`src/rtl/mips_cpu_pkg.sv`:
```
`default_nettype none
// ============================================================================
// Module   : mips_cpu_pkg
// Purpose  : Shared arbiter state encoding and byte-lane constants.
// Revision : 1.0
// ============================================================================
package mips_cpu_pkg;

  typedef enum logic [2:0] {
    ST_FETCH  = 3'd0,
    ST_DECODE = 3'd1,
    ST_DATA   = 3'd2,
    ST_COMMIT = 3'd3,
    ST_HALT   = 3'd4
  } arb_state_t;

  localparam logic [3:0] BYTEEN_ALL  = 4'b1111;
  localparam logic [3:0] BYTEEN_NONE = 4'b0000;

endpackage : mips_cpu_pkg
`default_nettype wire

```
`src/rtl/mips_cpu_mem_arbiter.sv`:
```
`default_nettype none
// ============================================================================
// Module   : mips_cpu_mem_arbiter
// Purpose  : Sequences one shared bus between the CPU fetch and data ports and
//            releases one CPU clock-enable pulse per completed instruction.
// Revision : 1.0
// ============================================================================
module mips_cpu_mem_arbiter
  import mips_cpu_pkg::*;
#(
  parameter logic [31:0] RESET_VECTOR = 32'hBFC00000
) (
  input  logic        clk,
  input  logic        reset,
  input  logic        cpu_active,
  input  logic [31:0] instr_address,
  output logic [31:0] instr_readdata,
  output logic        cpu_clk_enable,
  input  logic [31:0] data_address,
  input  logic        data_read,
  input  logic        data_write,
  input  logic [31:0] data_writedata,
  output logic [31:0] data_readdata,
  output logic [31:0] bus_address,
  output logic        bus_read,
  output logic        bus_write,
  output logic [3:0]  bus_byteenable,
  output logic [31:0] bus_writedata,
  input  logic        bus_waitrequest,
  input  logic [31:0] bus_readdata
);

  arb_state_t  r_state;
  arb_state_t  w_next_state;
  logic        r_is_write;
  logic [31:0] r_instr;
  logic [31:0] r_data;

  // The reset vector is informational; the CPU owns its own PC.
  logic w_unused_reset_vector;
  assign w_unused_reset_vector = ^RESET_VECTOR;

  always_ff @(posedge clk) begin
    if (reset) begin
      r_state <= ST_FETCH;
    end else begin
      r_state <= w_next_state;
    end
  end

  always_comb begin
    w_next_state = r_state;
    case (r_state)
      ST_FETCH: begin
        if (!bus_waitrequest) begin
          w_next_state = ST_DECODE;
        end
      end
      ST_DECODE: begin
        if (data_read || data_write) begin
          w_next_state = ST_DATA;
        end else begin
          w_next_state = ST_COMMIT;
        end
      end
      ST_DATA: begin
        if (!bus_waitrequest) begin
          w_next_state = ST_COMMIT;
        end
      end
      ST_COMMIT: begin
        w_next_state = cpu_active ? ST_FETCH : ST_HALT;
      end
      ST_HALT: begin
        w_next_state = ST_HALT;
      end
      default: begin
        w_next_state = ST_FETCH;
      end
    endcase
  end

  // Write wins when the CPU raises both requests; the choice is frozen in
  // DECODE so the strobe cannot change while the bus is stalling.
  always_ff @(posedge clk) begin
    if (reset) begin
      r_instr    <= '0;
      r_data     <= '0;
      r_is_write <= 1'b0;
    end else begin
      case (r_state)
        ST_FETCH: begin
          if (!bus_waitrequest) begin
            r_instr <= bus_readdata;
          end
        end
        ST_DECODE: begin
          r_is_write <= data_write;
        end
        ST_DATA: begin
          if (!bus_waitrequest && !r_is_write) begin
            r_data <= bus_readdata;
          end
        end
        default: begin
        end
      endcase
    end
  end

  assign instr_readdata = r_instr;
  assign data_readdata  = r_data;

  // Outputs are forced low while reset is held so an abandoned transfer
  // drops its strobes immediately.
  always_comb begin
    bus_address    = '0;
    bus_read       = 1'b0;
    bus_write      = 1'b0;
    bus_byteenable = BYTEEN_NONE;
    bus_writedata  = '0;
    cpu_clk_enable = 1'b0;
    if (!reset) begin
      case (r_state)
        ST_FETCH: begin
          bus_address    = instr_address;
          bus_read       = 1'b1;
          bus_byteenable = BYTEEN_ALL;
        end
        ST_DATA: begin
          bus_address    = data_address;
          bus_byteenable = BYTEEN_ALL;
          if (r_is_write) begin
            bus_write     = 1'b1;
            bus_writedata = data_writedata;
          end else begin
            bus_read = 1'b1;
          end
        end
        ST_COMMIT: begin
          cpu_clk_enable = 1'b1;
        end
        default: begin
        end
      endcase
    end
  end

endmodule : mips_cpu_mem_arbiter
`default_nettype wire
```
`config.mk`:
```
export PLATFORM = sky130hd
export DESIGN_NAME = mips_cpu_mem_arbiter
export DESIGN_NICKNAME = d
export VERILOG_FILES = /design/src/rtl/mips_cpu_pkg.sv /design/src/rtl/mips_cpu_mem_arbiter.sv
export SDC_FILE = /design/constraint.sdc
export NUM_CORES = 1
export LEC_CHECK = 0
export ABC_AREA = 1
export ABC_CLOCK_PERIOD_IN_PS = 2470
export BUFFER_PORTS_ARGS = -buffer_cell sky130_fd_sc_hd__buf_4
export CAP_MARGIN = 20
export CORE_UTILIZATION = 35
export CTS_CLUSTER_DIAMETER = 40
export DETAILED_ROUTE_END_ITERATION = 12
export GPL_TIMING_DRIVEN = 0
export HOLD_SLACK_MARGIN = 0.15
export PLACE_DENSITY = 0.71
export SETUP_SLACK_MARGIN = 0.5
export SLEW_MARGIN = 10
export SYNTH_ARGS = -nofsm -noshare
export SYNTH_HDL_FRONTEND = slang
export SYNTH_SLANG_ARGS = --single-unit
```
`constraint.sdc`:
```
create_clock -name clk -period 2.47 [get_ports clk]
set_clock_uncertainty 0.1 [all_clocks]
set_input_delay 0.3705 -clock clk [delete_from_list [all_inputs] [get_ports clk]]
set_output_delay 0.3705 -clock clk [all_outputs]
set_load 0.05 [all_outputs]
```
* Word level (Yosys, flattened, before mapping) *
Index checks and enable logic that the tools add are counted.

word-level totals
  register bits after elaboration = 68
  input port bits = 134
  output and inout port bits = 135
  logic and storage cells = 40

operators by class
  equal/unequal tests = 6
  mux-type cells = 20
  bitwise operators = 1
  reduce and logical (&&, ||, !) cells = 9

operators by type and width
  cell                count
  $mux 32             4
  $pmux 32 s2         1
  $pmux 3 s5          1
  $mux 3              3
  $mux 1              8
  $mux 4              2
  $eq 3x2->1 const B  2
  $reduce_and 2->1    3
  $ne 2x2->1 const B  2
  $eq 3x1->1 const B  1
  $eq 3x3->1 const B  1
  $logic_not 3->1     1
  $logic_not 1->1     2
  $pmux 1 s2          1
  $reduce_or 2->1     1
  $logic_and 1x1->1   1
  $logic_or 1x1->1    1
  $not 1->1           1

* Longest topological paths before layout *
Gate-level depths: netlist of the first run.

  depth after elaboration = 4
  mapped depth = 7
  gate-level depth less buffers = 5

* Least setup slack after synthesis of the first run *
Ideal clock, no wire load.

  path kind = in2out
  start point = input reset
  end point = output cpu_clk_enable
  arrival = 1.756 ns
  required time = 1.999 ns
  setup slack = 0.243 ns
  stages on the path = 3
  buffers on the path = 2
  cell sequence = clkbuf_1 -> buf_2 -> nor3_1

on the way
  word-level cells in the longest chain between the ends = 1

RTL lines
  item                RTL line                     source
  start: declaration  mips_cpu_mem_arbiter.sv:14   input logic reset,
  $mux 1              mips_cpu_mem_arbiter.sv:123  if (!reset) begin
  end: declaration    mips_cpu_mem_arbiter.sv:18   output logic cpu_clk_enable,

Every way passes these cells.

* Worst setup path in the final report of the first run *
  start point = register r_state[2]
  end point = output bus_writedata[10]

on the way
  word-level cells in the longest chain between the ends = 3

RTL lines
  item                      RTL line                     source
  start: declaration        mips_cpu_mem_arbiter.sv:33   arb_state_t r_state;
  start signal: assignment  mips_cpu_mem_arbiter.sv:47   r_state <= w_next_state;
  $eq 3x2->1                mips_cpu_mem_arbiter.sv:124  case (r_state)
  $mux 32                   mips_cpu_mem_arbiter.sv:124
  $mux 32                   mips_cpu_mem_arbiter.sv:123
  end: declaration          mips_cpu_mem_arbiter.sv:28   output logic [31:0] bus_writedata,

Every way passes these cells.

==> out/qor.csv, run 1 <==
stage,metric,value,unit
routing,detail-route-antenna-nets,0,
synthesis,ys.warnings.count,0,
timing,total_count_of_hold_check_failures_in_the_final_report,0,
routing,totalWireLength,15700,µm
routing,num_vias,4974,
timing,fin_setup_tns,0,ns
worst_setup_path,critical_path.most_common_cell,sky130_fd_sc_hd__nor2_4,
routing,detailed_route_vias_per_instance,4.65,
pwr,power_per_cell_area,495,mW/mm²
synthesis,ys_types,18,
die,rows,38,
routing,remaining_drc_errors,0,
place,routability_congestion,0.797,
timing,worst_slew_margin_rel,50.7,%
grt,number_of_antenna_violations_at_the_first_check_in_global_routing,0,
grt,grt_overflow,0,
synthesis,avgSynthCellArea,6.12,µm²
hold_path,min_path_cells,4,
place,detailed_place_hpwl,11300,µm
timing,rsz0062_at_grt,yes,
synthesis,yosys.area.top_type_share,35.2,%
synthesis,yosys.area.top_type,sky130_fd_sc_hd__dfxtp_1,
synthesis,synthCells,633,
die,core_area,0.0108,mm²
worst_setup_path,max_stage_delay,0.35,ns
timing,setup_viol_count_final,0,
timing,timing.fmax,462,MHz
die,pin_count,269,
clock_network,worstSkewPairLatency,0.36,ns
clock_network,cts_inserted_buffers,9,
clock_network,htree_num_levels,3,
routing,dr.first_iter.drc_count,228,
place,port-buffer-count,267,
final_layout,final_nets,1059,
worst_setup_path,worst-r2r-cell-count,5,
worst_setup_path,cp_max_fo,6,
clock_network,tritoncts,done,
routing,post_drt_wl_per_cell,14.6,µm
worst_setup_path,worst_ep_arrival_time,1.69,ns
worst_setup_path,crit_slowest_cell,sky130_fd_sc_hd__dfxtp_4,
timing,worst_slew_pin_slew,0.740,ns
place,placement.setup.worst_slack,0.230,ns
clock_network,cts_hold_repair.buffers,0,
timing,min_period,2.16,ns
die,design.die.area,0.0115,mm²
flow_run,max_cap_violations,0,
final_layout,layout-drive-gt1-share,45.3,%
synthesis,post_synth_instance_area,0.00387,mm²
clock_network,clock-sinks,68,
final_layout,synthToLayoutAreaGrowth,86.7,%
worst_setup_path,critical_path_data_required_time,2.00,ns
grt,grt_first_pass_wirelength,22900,µm
worst_setup_path,crit_chain,nor2_4 > nand2_2 > clkinv_4 > nand3_4 > clkbuf_16 > nor2_4 > buf_6,
status,run_status,finished clean,
synthesis,ys_seq_elements,68,
worst_setup_path,cp-start-kind,flop,
clock_network,cts.reportedPaths.clkPinSlew,0.08,ns
timing,final_count_of_pins_violating_max_slew,0,
routing,detail_route.first_pass.iterations,5,
clock_network,ctsLongestPathBuffers,2,
final_layout,final_antenna_diode_count,0,
grt,vias_in_the_first_global_route,4794,
hold_path,hp-class,in -> reg,
grt,grt.total_usage,25.4,%
synthesis,synth_seq_area_share,35.2,%
die,die_h,107,µm
synthesis,synth_nets,767,
worst_setup_path,critPathCaptureType,primary output,
die,start_util,35.9,%
die,die_outline_width,107,µm
worst_setup_path,worstSetupPathType,reg -> out,
pwr,ir_drop,0.285,mV
timing,final_worst_setup_slack,0.308,ns
grt,grt_max_degree,14,
clock_network,clock-root-buffer,sky130_fd_sc_hd__clkbuf_8,
pwr,leakage_power,0.00362,µW
synthesis,synthTopCellsByArea,"sky130_fd_sc_hd__dfxtp_1 35%, sky130_fd_sc_hd__inv_1 13%, sky130_fd_sc_hd__nand2_1 13%",
timing,period_share,87.5,%
## report_power, final
part           total (µW)  switching, µW  internal (µW)
Sequential           1200           41.2           1160
Clock                 940            470            471
Combinational        1430            897            538
## critical path: cells and delay by family, from the launching register on
| family | cells | cell delay, ns |
|---|---|---|
| DFF | 1 | 0.35 |
| buffers and inverters | 3 | 0.51 |
| and+or+nand+nor | 4 | 0.47 |
## area by class of cell
cell class	instances	area, µm²
plain buffers	54	385
clock buffers	9	124
clock inverters	7	75.1
fillers	960	3560
inverters	136	526
multi-input cells	376	2140
flip-flops and latches	68	1370
well taps	140	175
repair buffers	280	2430
## worst paths after layout
| path | start | endpoint | slack, ns |
|---|---|---|---|
| setup / recovery | r_state[2] | bus_writedata[10] | 0.31 |
| hold / removal | data_read | r_state[0] | 0.17 |
| setup reg to reg | r_is_write | data_readdata[17] | 0.84 |
| hold reg to reg | instr_readdata[24] | instr_readdata[24] | 0.36 |
## cell families after synthesis
family,Yosys count,synth area share [%]
compound gates,69,8.98
buf+inv,190,20.3
flops,68,35.2
simple gates,306,35.6
## metal layers
metal  share of wire, %  vias up  track usage [%]
met5                  0        -                0
met4                2.6        0             8.51
met3                6.2       30             6.75
met2                 52      175             45.9
met1                 40     2220             28.7
li1                   -     2549                -
## per-stage QoR
stage / area (µm²) / hold slack, ns / util [%] / std cells / power (µW)
floorplan: 4050 / 0.395 / - / 633 / 2060
global placement: 6230 / 0.350 / 57.7 / 1040 / 2520
detailed placement: 6230 / 0.354 / 57.7 / 1040 / 2530
CTS: 6840 / 0.170 / 63.4 / 1062 / 3540
global route: 7230 / 0.186 / 67.0 / 1070 / 3760
finish: 7230 / 0.174 / 67.0 / 1070 / 3580
## what timing repair did
item / CTS / global route
gates resized for setup: 108 / 59
buffers inserted: 6 / 3
gates cloned: 0 / 5
pin swaps: 12 / 15
endpoints found under the setup margin: 70 / 71
## sequential cells by signal, indices dropped and copies added (netlist names)
name            cells
data_readdata      32
instr_readdata     32
r_state             3
r_is_write          1
## Yosys cell counts
cell type / count
sky130_fd_sc_hd__inv_1: 134
sky130_fd_sc_hd__nand2_1: 133
sky130_fd_sc_hd__a21oi_1: 68
sky130_fd_sc_hd__dfxtp_1: 68
sky130_fd_sc_hd__nor2_1: 67
sky130_fd_sc_hd__nand4_1: 65
sky130_fd_sc_hd__nand3_1: 33
sky130_fd_sc_hd__buf_2: 27
sky130_fd_sc_hd__clkbuf_1: 19
sky130_fd_sc_hd__buf_4: 4
sky130_fd_sc_hd__nor3_1: 4
sky130_fd_sc_hd__buf_6: 3
sky130_fd_sc_hd__nand3_2: 3
sky130_fd_sc_hd__buf_1: 1
sky130_fd_sc_hd__clkinv_1: 1
sky130_fd_sc_hd__inv_2: 1
sky130_fd_sc_hd__nor2_2: 1
sky130_fd_sc_hd__o21a_1: 1
## placed cells by master, fill, tap and decap left out, drive strengths merged
cell type and n:
o21a 1, clkbuf 32, bufinv 1, nor2 68, nand2 133, nor3 4
dfxtp 68, clkinv 4, nand4 65, buf 311, inv 134, nand3 37
clkinvlp 4, a21oi 68
(Power assumes the default switching activity.)
==> run 2: changes to the inputs <==
- ABC_AREA: 1 -> 0
- CORE_AREA: default -> 2 2 105 107
- CORE_UTILIZATION: 35 -> default
- DIE_AREA: default -> 0 0 107 109
- HOLD_SLACK_MARGIN: 0.15 -> default
- PLACE_DENSITY: 0.71 -> 0.69
==> out/qor.csv, run 2 <==
stage,metric,value,unit,change
timing,rsz0062_at_grt,yes,,unchanged
timing,fin_setup_tns,0,ns,unchanged
grt,grt.total_usage,25.1,%,was 25.4%
synthesis,avgSynthCellArea,7.87,µm²,was 6.12 µm²
worst_setup_path,crit_slowest_cell,sky130_fd_sc_hd__or3_4,,was sky130_fd_sc_hd__dfxtp_4
clock_network,clock-sinks,68,,unchanged
worst_setup_path,critPathCaptureType,primary output,,unchanged
synthesis,synth_nets,563,,was 767
worst_setup_path,worst_ep_arrival_time,1.84,ns,was 1.69 ns
worst_setup_path,worstSetupPathType,reg -> out,,unchanged
worst_setup_path,crit_start,r_state[2],,unchanged
final_layout,post-route-cell-area,0.00711,mm²,was 0.00723 mm²
routing,totalWireLength,15900,µm,was 15700 µm
worst_setup_path,crit_chain,buf_6 > or3_4 > buf_8 > buf_6 > nor2_2 > buf_6,,was nor2_4 > nand2_2 > clkinv_4 > nand3_4 > clkbuf_16 > nor2_4 > buf_6
synthesis,synthCells,429,,was 633
timing,worst_slew_margin_rel,66.5,%,was 50.7%
routing,detailed_route_vias_per_instance,4.86,,was 4.65
synthesis,muxShareOfSynthArea,0.297,%,was 0%
worst_setup_path,critical_path_data_required_time,2.00,ns,about the same
worst_setup_path,critical_path.most_common_cell,sky130_fd_sc_hd__buf_6,,was sky130_fd_sc_hd__nor2_4
clock_network,ctsLongestPathBuffers,2,,unchanged
pwr,leakage_power,0.00314,µW,was 0.00362 µW
grt,grtUsageMet1,28.0,%,was 28.7%
worst_setup_path,family_of_cells_with_the_greatest_summed_delay_on_the_critical_path,buffers and inverters,,unchanged
timing,period_share,93.4,%,was 87.5%
synthesis,synth_async_sr_flop_share,0,%,unchanged
routing,detail_route.first_pass.iterations,4,,was 5
clock_network,htree_num_levels,3,,unchanged
grt,grt_first_pass_wirelength,22400,µm,was 22900 µm
worst_setup_path,timing.rr.start,r_state[0],,was r_is_write
flow_run,max_cap_violations,0,,unchanged
synthesis,synth_compound_gate_area_share,17.0,%,was 8.98%
routing,detail-route-antenna-nets,0,,unchanged
final_layout,final_antenna_diode_count,0,,unchanged
place,detailed_place_hpwl,11400,µm,was 11300 µm
routing,remaining_drc_errors,0,,unchanged
final_layout,layout-drive-gt1-share,58.2,%,was 45.3%
timing,total_count_of_hold_check_failures_in_the_final_report,0,,unchanged
die,start_util,31.8,%,was 35.9%
die,pin_count,269,,unchanged
synthesis,synth_edf_count,0,,unchanged
routing,num_vias,4277,,was 4974
clock_network,clock-root-buffer,sky130_fd_sc_hd__clkbuf_8,,unchanged
die,rows,38,,unchanged
final_layout,synthToLayoutAreaGrowth,111,%,was 86.7%
synthesis,ys_seq_elements,68,,unchanged
status,run_status,finished clean,,unchanged
pwr,power_per_cell_area,524,mW/mm²,was 495 mW/mm²
clock_network,cts_inserted_buffers,9,,unchanged
grt,grt_overflow,0,,unchanged
pwr,ir_drop,0.525,mV,was 0.285 mV
synthesis,postSynth.topFlopCell,sky130_fd_sc_hd__dfxtp_1,,unchanged
synthesis,synth_seq_area_share,40.3,%,was 35.2%
timing,final_count_of_pins_violating_max_slew,0,,unchanged
clock_network,worstSkewPairLatency,0.35,ns,was 0.36 ns
place,port-buffer-count,268,,was 267
routing,dr.first_iter.drc_count,265,,was 228
synthesis,synth_adder_area_share,0,%,unchanged
hold_path,worst_hold_startpoint,bus_readdata[16],,was data_read
synthesis,yosys.area.top_type,sky130_fd_sc_hd__dfxtp_1,,unchanged
worst_setup_path,crit_path_buf_inv_count,4,,was 3
die,die_outline_width,107,µm,about the same
grt,number_of_antenna_violations_at_the_first_check_in_global_routing,0,,unchanged
grt,grtUsageMet2,45.5,%,was 45.9%
synthesis,synth_top_family_by_area,simple AND/OR/NAND/NOR gates,,unchanged
synthesis,synth.top_cells.by_count,"68 x sky130_fd_sc_hd__dfxtp_1, 66 x sky130_fd_sc_hd__nand2_1, 37 x sky130_fd_sc_hd__nor2_1, 35 x sky130_fd_sc_hd__a21oi_1, 33 x sky130_fd_sc_hd__and2_1",,"was 134 x sky130_fd_sc_hd__inv_1, 133 x sky130_fd_sc_hd__nand2_1, 68 x sky130_fd_sc_hd__a21oi_1, 68 x sky130_fd_sc_hd__dfxtp_1, 67 x sky130_fd_sc_hd__nor2_1"
timing,timing.fmax,433,MHz,was 462 MHz
synthesis,post_synthesis_simple_gate_area_fraction,34.8,%,was 35.6%
grt,vias_in_the_first_global_route,4156,,was 4794
clock_network,cts_hold_repair.buffers,0,,unchanged
synthesis,ys_types,23,,was 18
worst_setup_path,max_stage_delay,0.37,ns,was 0.35 ns
synthesis,synth.most_common_cell,sky130_fd_sc_hd__dfxtp_1,,was sky130_fd_sc_hd__inv_1
hold_path,hp-class,in -> reg,,unchanged
final_layout,final_nets,869,,was 1059
synthesis,synthTopCellsByArea,"sky130_fd_sc_hd__dfxtp_1 40%, sky130_fd_sc_hd__nand4b_1 8.3%, sky130_fd_sc_hd__nand2_1 7.3%",,"was sky130_fd_sc_hd__dfxtp_1 35%, sky130_fd_sc_hd__inv_1 13%, sky130_fd_sc_hd__nand2_1 13%"
place,placement.cell_area,0.00581,mm²,was 0.00623 mm²
grt,top_usage_layer,met2,,unchanged
place,routability_congestion,0.816,,was 0.797
final_layout,final_common_cell,sky130_fd_sc_hd__buf_4,,unchanged
routing,post_drt_wl_per_cell,18.1,µm,was 14.6 µm
clock_network,tritoncts,done,,unchanged
synthesis,synth_xor_xnor_area_share,0.259,%,was 0%
worst_setup_path,cp-start-kind,flop,,unchanged
timing,min_period,2.31,ns,was 2.16 ns
final_layout,final_cell_mix,"215 x sky130_fd_sc_hd__buf_4, 66 x sky130_fd_sc_hd__nand2_1, 66 x sky130_fd_sc_hd__dfxtp_1",,"was 217 x sky130_fd_sc_hd__buf_4, 131 x sky130_fd_sc_hd__nand2_1, 131 x sky130_fd_sc_hd__inv_1"
grt,grt_max_degree,13,,was 14
synthesis,post_synth_instance_area,0.00338,mm²,was 0.00387 mm²
timing,worst_slew_pin_slew,0.503,ns,was 0.740 ns
timing,setup_viol_count_final,0,,unchanged
worst_setup_path,cp_max_fo,10,,was 6
die,die_h,109,µm,was 107 µm
synthesis,ys.warnings.count,0,,unchanged
die,design.die.area,0.0117,mm²,was 0.0115 mm²
synthesis,yosys.area.top_type_share,40.3,%,was 35.2%
die,core_area,0.0106,mm²,was 0.0108 mm²
grt,grtUsageMet3,6.63,%,was 6.75%
clock_network,cts.reportedPaths.clkPinSlew,0.07,ns,was 0.08 ns
run 2: kinds of logic after synthesis:
kind of cell           count (synthesis)
AO/OA/AOI/OAI                         99
XOR/XNOR                               1
buffers and inverters                 48
flip-flops                            68
multiplexers                           1
AND/OR/NAND/NOR                      212
run 2: path summary, 6_finish.rpt:
| kind | slack (ns) | end | depth (start not counted) |
|---|---|---|---|
| worst max-delay path | 0.16 | bus_address[10] | 6 |
| worst min-delay path | 0.17 | instr_readdata[16] | 3 |
| worst max register to register | 0.63 | instr_readdata[17] | 6 |
| worst min register to register | 0.36 | instr_readdata[3] | 2 |
run 2: through the flow:
| stage | setup WS, ns | hold slack (ns) | cells | util, % | power [µW] |
|---|---|---|---|---|---|
| 4_1_cts | 0.153 | 0.161 | 874 | 65.0 | 3680 |
| 3_5_place_dp | 0.164 | 0.347 | 837 | 54.8 | 2410 |
| 6_report | 0.163 | 0.174 | 880 | 67.1 | 3720 |
| 5_1_grt | 0.112 | 0.165 | 880 | 67.1 | 3870 |
| 2_1_floorplan | 0.317 | 0.406 | 429 | - | 1970 |
| 3_3_place_gp | 0.183 | 0.345 | 837 | 54.8 | 2390 |
run 2: per-layer routing:
metal | routed length (µm) | up-vias
li1 | - | 2076
met1 | 5950 | 2007
met2 | 8380 | 161
met3 | 1080 | 33
met4 | 481 | 0
met5 | 0 | -
run 2: final cells by class:
type                       instances  area [µm²]
sequential                        68        1370
fill                             825        3490
buffer                            47         419
clock buffer                      10         138
tap                              140         175
clock inverter                     6         111
multi-input combinational        313        2150
inverter                           1        7.51
timing repair buffer             295        2740
run 2: repair_timing:
action	CTS	global route
gates resized for setup	179	53
pin swaps	36	16
gates cloned	4	0
setup endpoints to repair	71	82
buffers inserted	17	6
run 2: power breakdown:
part / total (µW) / internal [µW] / switching, µW
Clock: 1130 / 698 / 431
Sequential: 1190 / 1150 / 35.3
Combinational: 1400 / 587 / 818
run 2: worst register-to-register path, stage by stage, from the launching register on:
cell	delay, ns
sky130_fd_sc_hd__dfxtp_4	0.36
sky130_fd_sc_hd__buf_8	0.13
sky130_fd_sc_hd__buf_4	0.16
sky130_fd_sc_hd__nor4_4	0.48
sky130_fd_sc_hd__buf_2	0.31
sky130_fd_sc_hd__nand2_1	0.08
sky130_fd_sc_hd__a21oi_1	0.14
